===== config.mk =====
export PLATFORM = sky130hd
export DESIGN_NAME = router_pkt_src_flat
export DESIGN_NICKNAME = d
export VERILOG_FILES = /design/src/rtl/router_pkt_src_pkg.sv /design/src/rtl/router_pkt_src_if.sv /design/src/rtl/router_pkt_src_fifo.sv /design/src/rtl/router_pkt_src.sv /design/src/flat_wrapper.sv
export SDC_FILE = /design/constraint.sdc
export NUM_CORES = 1
export LEC_CHECK = 0
export CAP_MARGIN = 20
export CORE_UTILIZATION = 41
export DETAILED_ROUTE_END_ITERATION = 8
export GPL_TIMING_DRIVEN = 0
export PLACE_DENSITY = 0.64
export SLEW_MARGIN = 20
export SYNTH_ARGS = -nofsm -noshare
export SYNTH_HDL_FRONTEND = slang
export SYNTH_HIERARCHICAL = 1
export SYNTH_SLANG_ARGS = --single-unit

===== constraint.sdc =====
create_clock -name clk -period 3.3 [get_ports clk]
set_input_delay 0.495 -clock clk [delete_from_list [all_inputs] [get_ports clk]]
set_output_delay 0.495 -clock clk [all_outputs]
set_load 0.02 [all_outputs]

===== src/rtl/router_pkt_src_pkg.sv =====
// rtl/router_pkt_src_pkg.sv - shared widths, constants and FSM state type for router_pkt_src
package router_pkt_src_pkg;

    localparam int ADDR_W = 2;
    localparam int LEN_W  = 6;
    localparam int BYTE_W = 8;

    localparam logic [ADDR_W-1:0] ADDR_INVALID = 2'd3;

    typedef enum logic [2:0] {
        S_IDLE,
        S_FILL,
        S_HDR,
        S_PAY,
        S_PAR,
        S_GAP
    } state_t;

    // Router header layout: length in the upper bits, destination port in the lower two.
    function automatic logic [BYTE_W-1:0] make_header(input logic [LEN_W-1:0]  len,
                                                      input logic [ADDR_W-1:0] addr);
        return {len, addr};
    endfunction

endpackage


===== src/rtl/router_pkt_src_if.sv =====
// rtl/router_pkt_src_if.sv - command, payload and router-side pins of router_pkt_src (ROUTER_PKT_SRC_PARITY_INJ_EN adds inj_err)
interface router_pkt_src_if;
    import router_pkt_src_pkg::*;

    logic              cmd_valid;
    logic              cmd_ready;
    logic [ADDR_W-1:0] cmd_addr;
    logic [LEN_W-1:0]  cmd_len;
    logic              pay_valid;
    logic              pay_ready;
    logic [BYTE_W-1:0] pay_data;
    logic              busy;
    logic              pkt_valid;
    logic [BYTE_W-1:0] pkt_data;
    logic              cmd_err;
    logic              pkt_done;
`ifdef ROUTER_PKT_SRC_PARITY_INJ_EN
    logic              inj_err;

    modport master (
        input  cmd_valid, cmd_addr, cmd_len, pay_valid, pay_data, busy, inj_err,
        output cmd_ready, pay_ready, pkt_valid, pkt_data, cmd_err, pkt_done
    );
    modport slave (
        output cmd_valid, cmd_addr, cmd_len, pay_valid, pay_data, busy, inj_err,
        input  cmd_ready, pay_ready, pkt_valid, pkt_data, cmd_err, pkt_done
    );
`else
    modport master (
        input  cmd_valid, cmd_addr, cmd_len, pay_valid, pay_data, busy,
        output cmd_ready, pay_ready, pkt_valid, pkt_data, cmd_err, pkt_done
    );
    modport slave (
        output cmd_valid, cmd_addr, cmd_len, pay_valid, pay_data, busy,
        input  cmd_ready, pay_ready, pkt_valid, pkt_data, cmd_err, pkt_done
    );
`endif

endinterface


===== src/rtl/router_pkt_src_fifo.sv =====
// rtl/router_pkt_src_fifo.sv - synchronous byte FIFO (pkt_src_fifo) holding one packet payload
module pkt_src_fifo #(
    parameter int DEPTH = 63,
    parameter int WIDTH = 8,
    parameter int CNT_W = $clog2(DEPTH + 1)
) (
    input  logic             clk,
    input  logic             reset,
    input  logic             push,
    input  logic [WIDTH-1:0] push_data,
    input  logic             pop,
    output logic [WIDTH-1:0] head,
    output logic [CNT_W-1:0] count,
    output logic             full,
    output logic             empty
);

    localparam int PTR_W     = (DEPTH > 1) ? $clog2(DEPTH) : 1;
    localparam int LAST_I    = DEPTH - 1;
    localparam int DEPTH_I   = DEPTH;
    localparam logic [PTR_W-1:0] LAST_PTR  = LAST_I[PTR_W-1:0];
    localparam logic [PTR_W-1:0] PTR_ONE   = {{(PTR_W-1){1'b0}}, 1'b1};
    localparam logic [CNT_W-1:0] CNT_ONE   = {{(CNT_W-1){1'b0}}, 1'b1};
    localparam logic [CNT_W-1:0] CNT_DEPTH = DEPTH_I[CNT_W-1:0];

    logic [WIDTH-1:0] mem [DEPTH];
    logic [PTR_W-1:0] wr_ptr;
    logic [PTR_W-1:0] rd_ptr;
    logic             do_push;
    logic             do_pop;

    assign full    = (count == CNT_DEPTH);
    assign empty   = (count == '0);
    assign do_push = push && !full;
    assign do_pop  = pop && !empty;
    assign head    = mem[rd_ptr];

    always_ff @(posedge clk) begin
        if (do_push) begin
            mem[wr_ptr] <= push_data;
        end
    end

    // Depth need not be a power of two, so pointers wrap explicitly.
    always_ff @(posedge clk) begin
        if (reset) begin
            wr_ptr <= '0;
            rd_ptr <= '0;
            count  <= '0;
        end else begin
            if (do_push) begin
                wr_ptr <= (wr_ptr == LAST_PTR) ? '0 : wr_ptr + PTR_ONE;
            end
            if (do_pop) begin
                rd_ptr <= (rd_ptr == LAST_PTR) ? '0 : rd_ptr + PTR_ONE;
            end
            case ({do_push, do_pop})
                2'b10:   count <= count + CNT_ONE;
                2'b01:   count <= count - CNT_ONE;
                default: count <= count;
            endcase
        end
    end

endmodule


===== src/rtl/router_pkt_src.sv =====
// rtl/router_pkt_src.sv - buffers a command's payload and serialises header/payload/parity into the router input; ROUTER_PKT_SRC_PARITY_INJ_EN enables parity corruption via inj_err
module router_pkt_src
    import router_pkt_src_pkg::*;
#(
    parameter int MAX_LEN    = 63,
    parameter int GAP_CYCLES = 2
) (
    input  logic             clk,
    input  logic             reset,
    router_pkt_src_if.master bus
);

    localparam int FIFO_CNT_W = $clog2(MAX_LEN + 1);
    localparam int GAP_LAST_I = GAP_CYCLES - 1;
    localparam logic [LEN_W:0]        MAX_LEN_EXT = MAX_LEN[LEN_W:0];
    localparam logic [7:0]            GAP_LAST    = GAP_LAST_I[7:0];
    localparam logic [LEN_W-1:0]      LEN_ONE     = {{(LEN_W-1){1'b0}}, 1'b1};
    localparam logic [FIFO_CNT_W-1:0] FIFO_ONE    = {{(FIFO_CNT_W-1){1'b0}}, 1'b1};

    state_t              state_q;
    state_t              state_d;
    logic [ADDR_W-1:0]   addr_q;
    logic [LEN_W-1:0]    len_q;
    logic [LEN_W-1:0]    cnt_q;
    logic [BYTE_W-1:0]   parity_q;
    logic [7:0]          gap_q;
    logic                cmd_err_q;
    logic                pkt_done_q;

    logic                cmd_ready_c;
    logic                pay_ready_c;
    logic                cmd_fire;
    logic                cmd_legal;
    logic                pay_fire;
    logic                fill_done;
    logic                pkt_valid_c;
    logic [BYTE_W-1:0]   pkt_data_c;
    logic [BYTE_W-1:0]   header;
    logic [BYTE_W-1:0]   tx_parity;

    logic                fifo_pop;
    logic [BYTE_W-1:0]   fifo_head;
    logic [FIFO_CNT_W-1:0] fifo_count;
    logic                fifo_full;
    logic                fifo_empty;

    // cmd_ready is masked by reset so it stays low until the cycle after reset drops.
    assign cmd_ready_c = (state_q == S_IDLE) && !reset;
    assign pay_ready_c = (state_q == S_FILL) && (cnt_q != len_q) && !fifo_full;
    assign cmd_fire    = bus.cmd_valid && cmd_ready_c;
    assign pay_fire    = bus.pay_valid && pay_ready_c;
    assign cmd_legal   = (bus.cmd_addr != ADDR_INVALID) && (bus.cmd_len != '0)
                         && ({1'b0, bus.cmd_len} <= MAX_LEN_EXT);
    // Counting the byte accepted this edge lets the header follow the last byte directly.
    assign fill_done   = (cnt_q == len_q) || (pay_fire && (cnt_q + LEN_ONE == len_q));
    assign header      = make_header(len_q, addr_q);

`ifdef ROUTER_PKT_SRC_PARITY_INJ_EN
    logic inj_q;

    always_ff @(posedge clk) begin
        if (reset) begin
            inj_q <= 1'b0;
        end else if (cmd_fire && cmd_legal) begin
            inj_q <= bus.inj_err;
        end
    end

    assign tx_parity = inj_q ? (parity_q ^ {BYTE_W{1'b1}}) : parity_q;
`else
    assign tx_parity = parity_q;
`endif

    pkt_src_fifo #(
        .DEPTH (MAX_LEN),
        .WIDTH (BYTE_W),
        .CNT_W (FIFO_CNT_W)
    ) u_fifo (
        .clk       (clk),
        .reset     (reset),
        .push      (pay_fire),
        .push_data (bus.pay_data),
        .pop       (fifo_pop),
        .head      (fifo_head),
        .count     (fifo_count),
        .full      (fifo_full),
        .empty     (fifo_empty)
    );

    always_comb begin
        state_d     = state_q;
        pkt_valid_c = 1'b0;
        pkt_data_c  = '0;
        fifo_pop    = 1'b0;
        case (state_q)
            S_IDLE: begin
                if (cmd_fire && cmd_legal) begin
                    state_d = S_FILL;
                end
            end
            S_FILL: begin
                if (fill_done && !bus.busy) begin
                    state_d = S_HDR;
                end
            end
            S_HDR: begin
                pkt_valid_c = 1'b1;
                pkt_data_c  = header;
                if (!bus.busy) begin
                    state_d = S_PAY;
                end
            end
            S_PAY: begin
                pkt_valid_c = 1'b1;
                pkt_data_c  = fifo_head;
                if (!bus.busy && !fifo_empty) begin
                    fifo_pop = 1'b1;
                    if (fifo_count == FIFO_ONE) begin
                        state_d = S_PAR;
                    end
                end
            end
            S_PAR: begin
                pkt_data_c = tx_parity;
                if (!bus.busy) begin
                    state_d = S_GAP;
                end
            end
            S_GAP: begin
                if (gap_q == GAP_LAST) begin
                    state_d = S_IDLE;
                end
            end
            default: state_d = S_IDLE;
        endcase
    end

    always_ff @(posedge clk) begin
        if (reset) begin
            state_q    <= S_IDLE;
            addr_q     <= '0;
            len_q      <= '0;
            cnt_q      <= '0;
            parity_q   <= '0;
            gap_q      <= '0;
            cmd_err_q  <= 1'b0;
            pkt_done_q <= 1'b0;
        end else begin
            state_q    <= state_d;
            cmd_err_q  <= cmd_fire && !cmd_legal;
            pkt_done_q <= (state_q == S_PAR) && !bus.busy;
            if (cmd_fire && cmd_legal) begin
                addr_q   <= bus.cmd_addr;
                len_q    <= bus.cmd_len;
                cnt_q    <= '0;
                parity_q <= '0;
            end
            if (pay_fire) begin
                cnt_q    <= cnt_q + LEN_ONE;
                parity_q <= parity_q ^ bus.pay_data;
            end
            if ((state_q == S_HDR) && !bus.busy) begin
                parity_q <= parity_q ^ header;
            end
            if (state_q == S_PAR) begin
                gap_q <= '0;
            end else if (state_q == S_GAP) begin
                gap_q <= gap_q + 8'd1;
            end
        end
    end

    assign bus.cmd_ready = cmd_ready_c;
    assign bus.pay_ready = pay_ready_c;
    assign bus.pkt_valid = pkt_valid_c;
    assign bus.pkt_data  = pkt_data_c;
    assign bus.cmd_err   = cmd_err_q;
    assign bus.pkt_done  = pkt_done_q;

endmodule


===== src/flat_wrapper.sv =====
// flat-port wrapper written by rule: the top's interface ports become plain ports
module router_pkt_src_flat import router_pkt_src_pkg::*;
#(
    parameter int MAX_LEN    = 63,
    parameter int GAP_CYCLES = 2
)
  (clk, reset, bus_cmd_valid, bus_cmd_addr, bus_cmd_len, bus_pay_valid, bus_pay_data, bus_busy, bus_cmd_ready, bus_pay_ready, bus_pkt_valid, bus_pkt_data, bus_cmd_err, bus_pkt_done);
  router_pkt_src_if bus_i ();
  input  logic clk;
  input  logic reset;
  input wire logic [$bits(bus_i.cmd_valid)-1:0] bus_cmd_valid;
  input wire logic [$bits(bus_i.cmd_addr)-1:0] bus_cmd_addr;
  input wire logic [$bits(bus_i.cmd_len)-1:0] bus_cmd_len;
  input wire logic [$bits(bus_i.pay_valid)-1:0] bus_pay_valid;
  input wire logic [$bits(bus_i.pay_data)-1:0] bus_pay_data;
  input wire logic [$bits(bus_i.busy)-1:0] bus_busy;
  output wire logic [$bits(bus_i.cmd_ready)-1:0] bus_cmd_ready;
  output wire logic [$bits(bus_i.pay_ready)-1:0] bus_pay_ready;
  output wire logic [$bits(bus_i.pkt_valid)-1:0] bus_pkt_valid;
  output wire logic [$bits(bus_i.pkt_data)-1:0] bus_pkt_data;
  output wire logic [$bits(bus_i.cmd_err)-1:0] bus_cmd_err;
  output wire logic [$bits(bus_i.pkt_done)-1:0] bus_pkt_done;
  assign bus_i.cmd_valid = bus_cmd_valid;
  assign bus_i.cmd_addr = bus_cmd_addr;
  assign bus_i.cmd_len = bus_cmd_len;
  assign bus_i.pay_valid = bus_pay_valid;
  assign bus_i.pay_data = bus_pay_data;
  assign bus_i.busy = bus_busy;
  assign bus_cmd_ready = bus_i.cmd_ready;
  assign bus_pay_ready = bus_i.pay_ready;
  assign bus_pkt_valid = bus_i.pkt_valid;
  assign bus_pkt_data = bus_i.pkt_data;
  assign bus_cmd_err = bus_i.cmd_err;
  assign bus_pkt_done = bus_i.pkt_done;
  router_pkt_src #(.MAX_LEN(MAX_LEN), .GAP_CYCLES(GAP_CYCLES)) u_core (.clk(clk), .reset(reset), .bus(bus_i));
endmodule

==> impl_metrics.tcl <==
set metrics [dict create \
    required_ps 2800 \
    drcViolationCount 0 \
    cts_buffers 55 \
    cts_tree "done" \
    max_freq_mhz 267.0 \
    dpl.hpwl_um 37920 \
    clock_skew_ps 36.12 \
    grt_pass1_vias 13298 \
    syn2layout_area_growth_pct 19.72 \
    rsz0062_at_grt "yes" \
    crit_chain "buf_12, buf_12, buf_4, mux4_2, a22o_1, a211oi_2, nor4_2, a311o_1, mux2i_1, o21ai_1, buf_4" \
    yosysMostFrequentCell "edfxtp_1" \
    drtIter0Drc 1361 \
    insertedDiodeCount 0 \
    finalCritPeriodShare_pct 113.5 \
    final_core_util_pct 50.11 \
    gp_congestion 0.9207 \
    period_needed_ps 3746 \
    syn_inst 1388 \
    endpoint_kind "output pin" \
    htree_levels 2 \
    clkLatencyLatePin_ps 640 \
    ys_ff_latch 563 \
    syn-num-nets 1419 \
    die_area_mm2 0.05775 \
    clock-root-buffer "clkbuf_16" \
    slew_viol_final 0 \
    cts_max_path_buffers 3 \
    setup_violations 16 \
    violations "negative setup slack" \
    start_util_pct 41.85 \
    grt_pass1_wl_um 88520 \
    ir_drop_uv 399.3 \
    hold-worst-slack_ps 292.3 \
    postPlaceCellArea_mm2 0.02455 \
    grt_max_degree 66 \
    clock_sinks 563 \
    die_h_um 240.3 \
    min_path_type "in -> reg" \
    critPathBufInv 4 \
    avgSynthCellArea_um2 16.77 \
    outcome "finished with violations" \
    startpoint_type "flip-flop" \
    core_area_mm2 0.05563 \
    synth_edf_count 504 \
    ios 34 \
    crit_slowest_cell "mux4_2" \
    synthTopCellsByArea "edfxtp_1 (65%), mux4_2 (9.8%), dfxtp_1 (5.1%), nor2_1 (2.1%), mux2i_1 (1.9%)" \
    synth_top_area_cell "edfxtp_1" \
    pre_cts_slack_ps -1657 \
    synth_flop_cell "edfxtp_1" \
    final_hold_viol_count 0 \
    finalNetCount 1545 \
    vias 13513 \
    total_power_mw 14.33 \
    cp_max_fo 8 \
    critPathMaxStageDelay_ps 550 \
    drt_wl_total_um 60080 \
    die_w_um 240.3 \
    synthArstFlopShare_pct 0 \
    viasPerCell 5.862 \
    cp.arrival_ps 3250 \
    post-synth-top-area-fraction_pct 65.00 \
    fin_ws_ps -445.8 \
    yosys.cell_types.count 70 \
    yosysSeqAreaShare_pct 70.07 \
    routedWlPerCell_um 26.06 \
    p_leak_nw 8.584 \
    drv_cap 0 \
    antenna_found_initial 0 \
    final_area_mm2 0.02788 \
    portBuffers 32 \
    layout-drive-gt1-share_pct 31.47 \
    rows 86 \
    worst-slew-pin-transition_ps 1044 \
    grt_use_total_pct 21.19 \
    path_clk_slew_ps 60 \
    p_per_area_mw_per_mm2 514.1 \
    ant_nets 0 \
    criticalPathCategory "reg -> out" \
    drtPass1Iterations 5 \
    dp_cells 2170 \
    ys_warn_count 6 \
    synth_top_cells_by_count "edfxtp_1 (504), nor2_1 (133), mux4_2 (101)" \
    tns_ps -3203 \
    syn-cell-area_mm2 0.02328 \
    crit_family "compound AO/OA/AOI/OAI gates" \
    layout.cells.non_filler 2305 \
    max_slew_margin_pct 30.17 \
    grt_overflow 0 \
]
[power breakdown]
| part | switching (mW) | internal [mW] | total [mW] |
|---|---|---|---|
| sequential | 0.0261 | 7.78 | 7.80 |
| combinational | 0.242 | 0.111 | 0.353 |
| clock | 2.70 | 3.47 | 6.18 |
| total | 2.97 | 11.4 | 14.3 |
[area by class of cell]
| cell class | instances | area, um2 |
|---|---|---|
| inverters | 10 | 37.54 |
| flip-flops and latches | 563 | 16330 |
| well taps | 748 | 935.9 |
| multi-input cells | 734 | 7264 |
| fillers | 4486 | 27760 |
| repair buffers | 72 | 762.0 |
| plain buffers | 78 | 774.5 |
| clock buffers | 66 | 1418 |
| clock inverters | 34 | 357.8 |
[path summary, 6_finish.rpt]
kind	slack [ps]	start	endpoint	depth (start not counted)
worst max register to register	-30	u_core/u_fifo/count[2]	u_core/u_fifo/mem[36][4]	11
worst min-delay path	290	reset	u_core/u_fifo/count[0]	2
worst min register to register	510	u_core/cnt_q[5]	u_core/cnt_q[5]	2
worst max-delay path	-450	flip-flop	bus_pkt_data[0]	11
[flip-flops by register name, indices dropped and copies added (netlist names), named ones only]
signal                flops
u_core/u_fifo/mem       504
u_core/addr_q             2
u_core/cnt_q              6
u_core/gap_q              8
u_core/state_q            3
u_core/parity_q           8
u_core/u_fifo/wr_ptr      6
u_core/u_fifo/rd_ptr      6
u_core/len_q              6
u_core/bus.pkt_done       1
u_core/u_fifo/count       6
u_core/bus.cmd_err        1
[layout by cell type, fill, tap and decap left out, drive strengths merged, types with 20 or more instances in the layout]
cell type / netlist / routed
nor2: 134 / 134
nand2: 67 / 67
mux2i: 45 / 45
edfxtp: 504 / 504
mux2: 29 / 29
dfxtp: 59 / 59
xor2: 21 / 21
nor2b: 25 / 25
o21ai: 27 / 27
nor3: 21 / 21
a211oi: 21 / 21
mux4: 104 / 104
clkinv: 0 / 25
a21oi: 20 / 20
buf: 51 / 105
clkbuf: 30 / 95
[metal layers]
| metal | share of wire [%] | vias to the layer above | track usage, % |
|---|---|---|---|
| li1 | - | 5772 | - |
| met1 | 41 | 7096 | 28.86 |
| met2 | 49 | 529 | 34.48 |
| met3 | 6.9 | 116 | 3.307 |
| met4 | 3.0 | 0 | 7.643 |
| met5 | 0 | - | 0 |
[cells by family after synthesis]
logic type	synth area share (%)
adders and majority gates	0.5374
AOI/OAI and AO/OA	5.288
DFF	70.07
buffers and inverters	2.144
xor gates and xnor gates	1.016
muxes	13.45
and+or+nand+nor	7.496
[repair_timing]
item | in CTS | in global routing
endpoints found under the setup margin | 460 | 74
pin swaps | 29 | 23
buffers inserted | 24 | 10
gates resized for setup | 312 | 53
cloned | 2 | 2
hold buffers | 0 | 0
(Power assumes the default switching activity.)
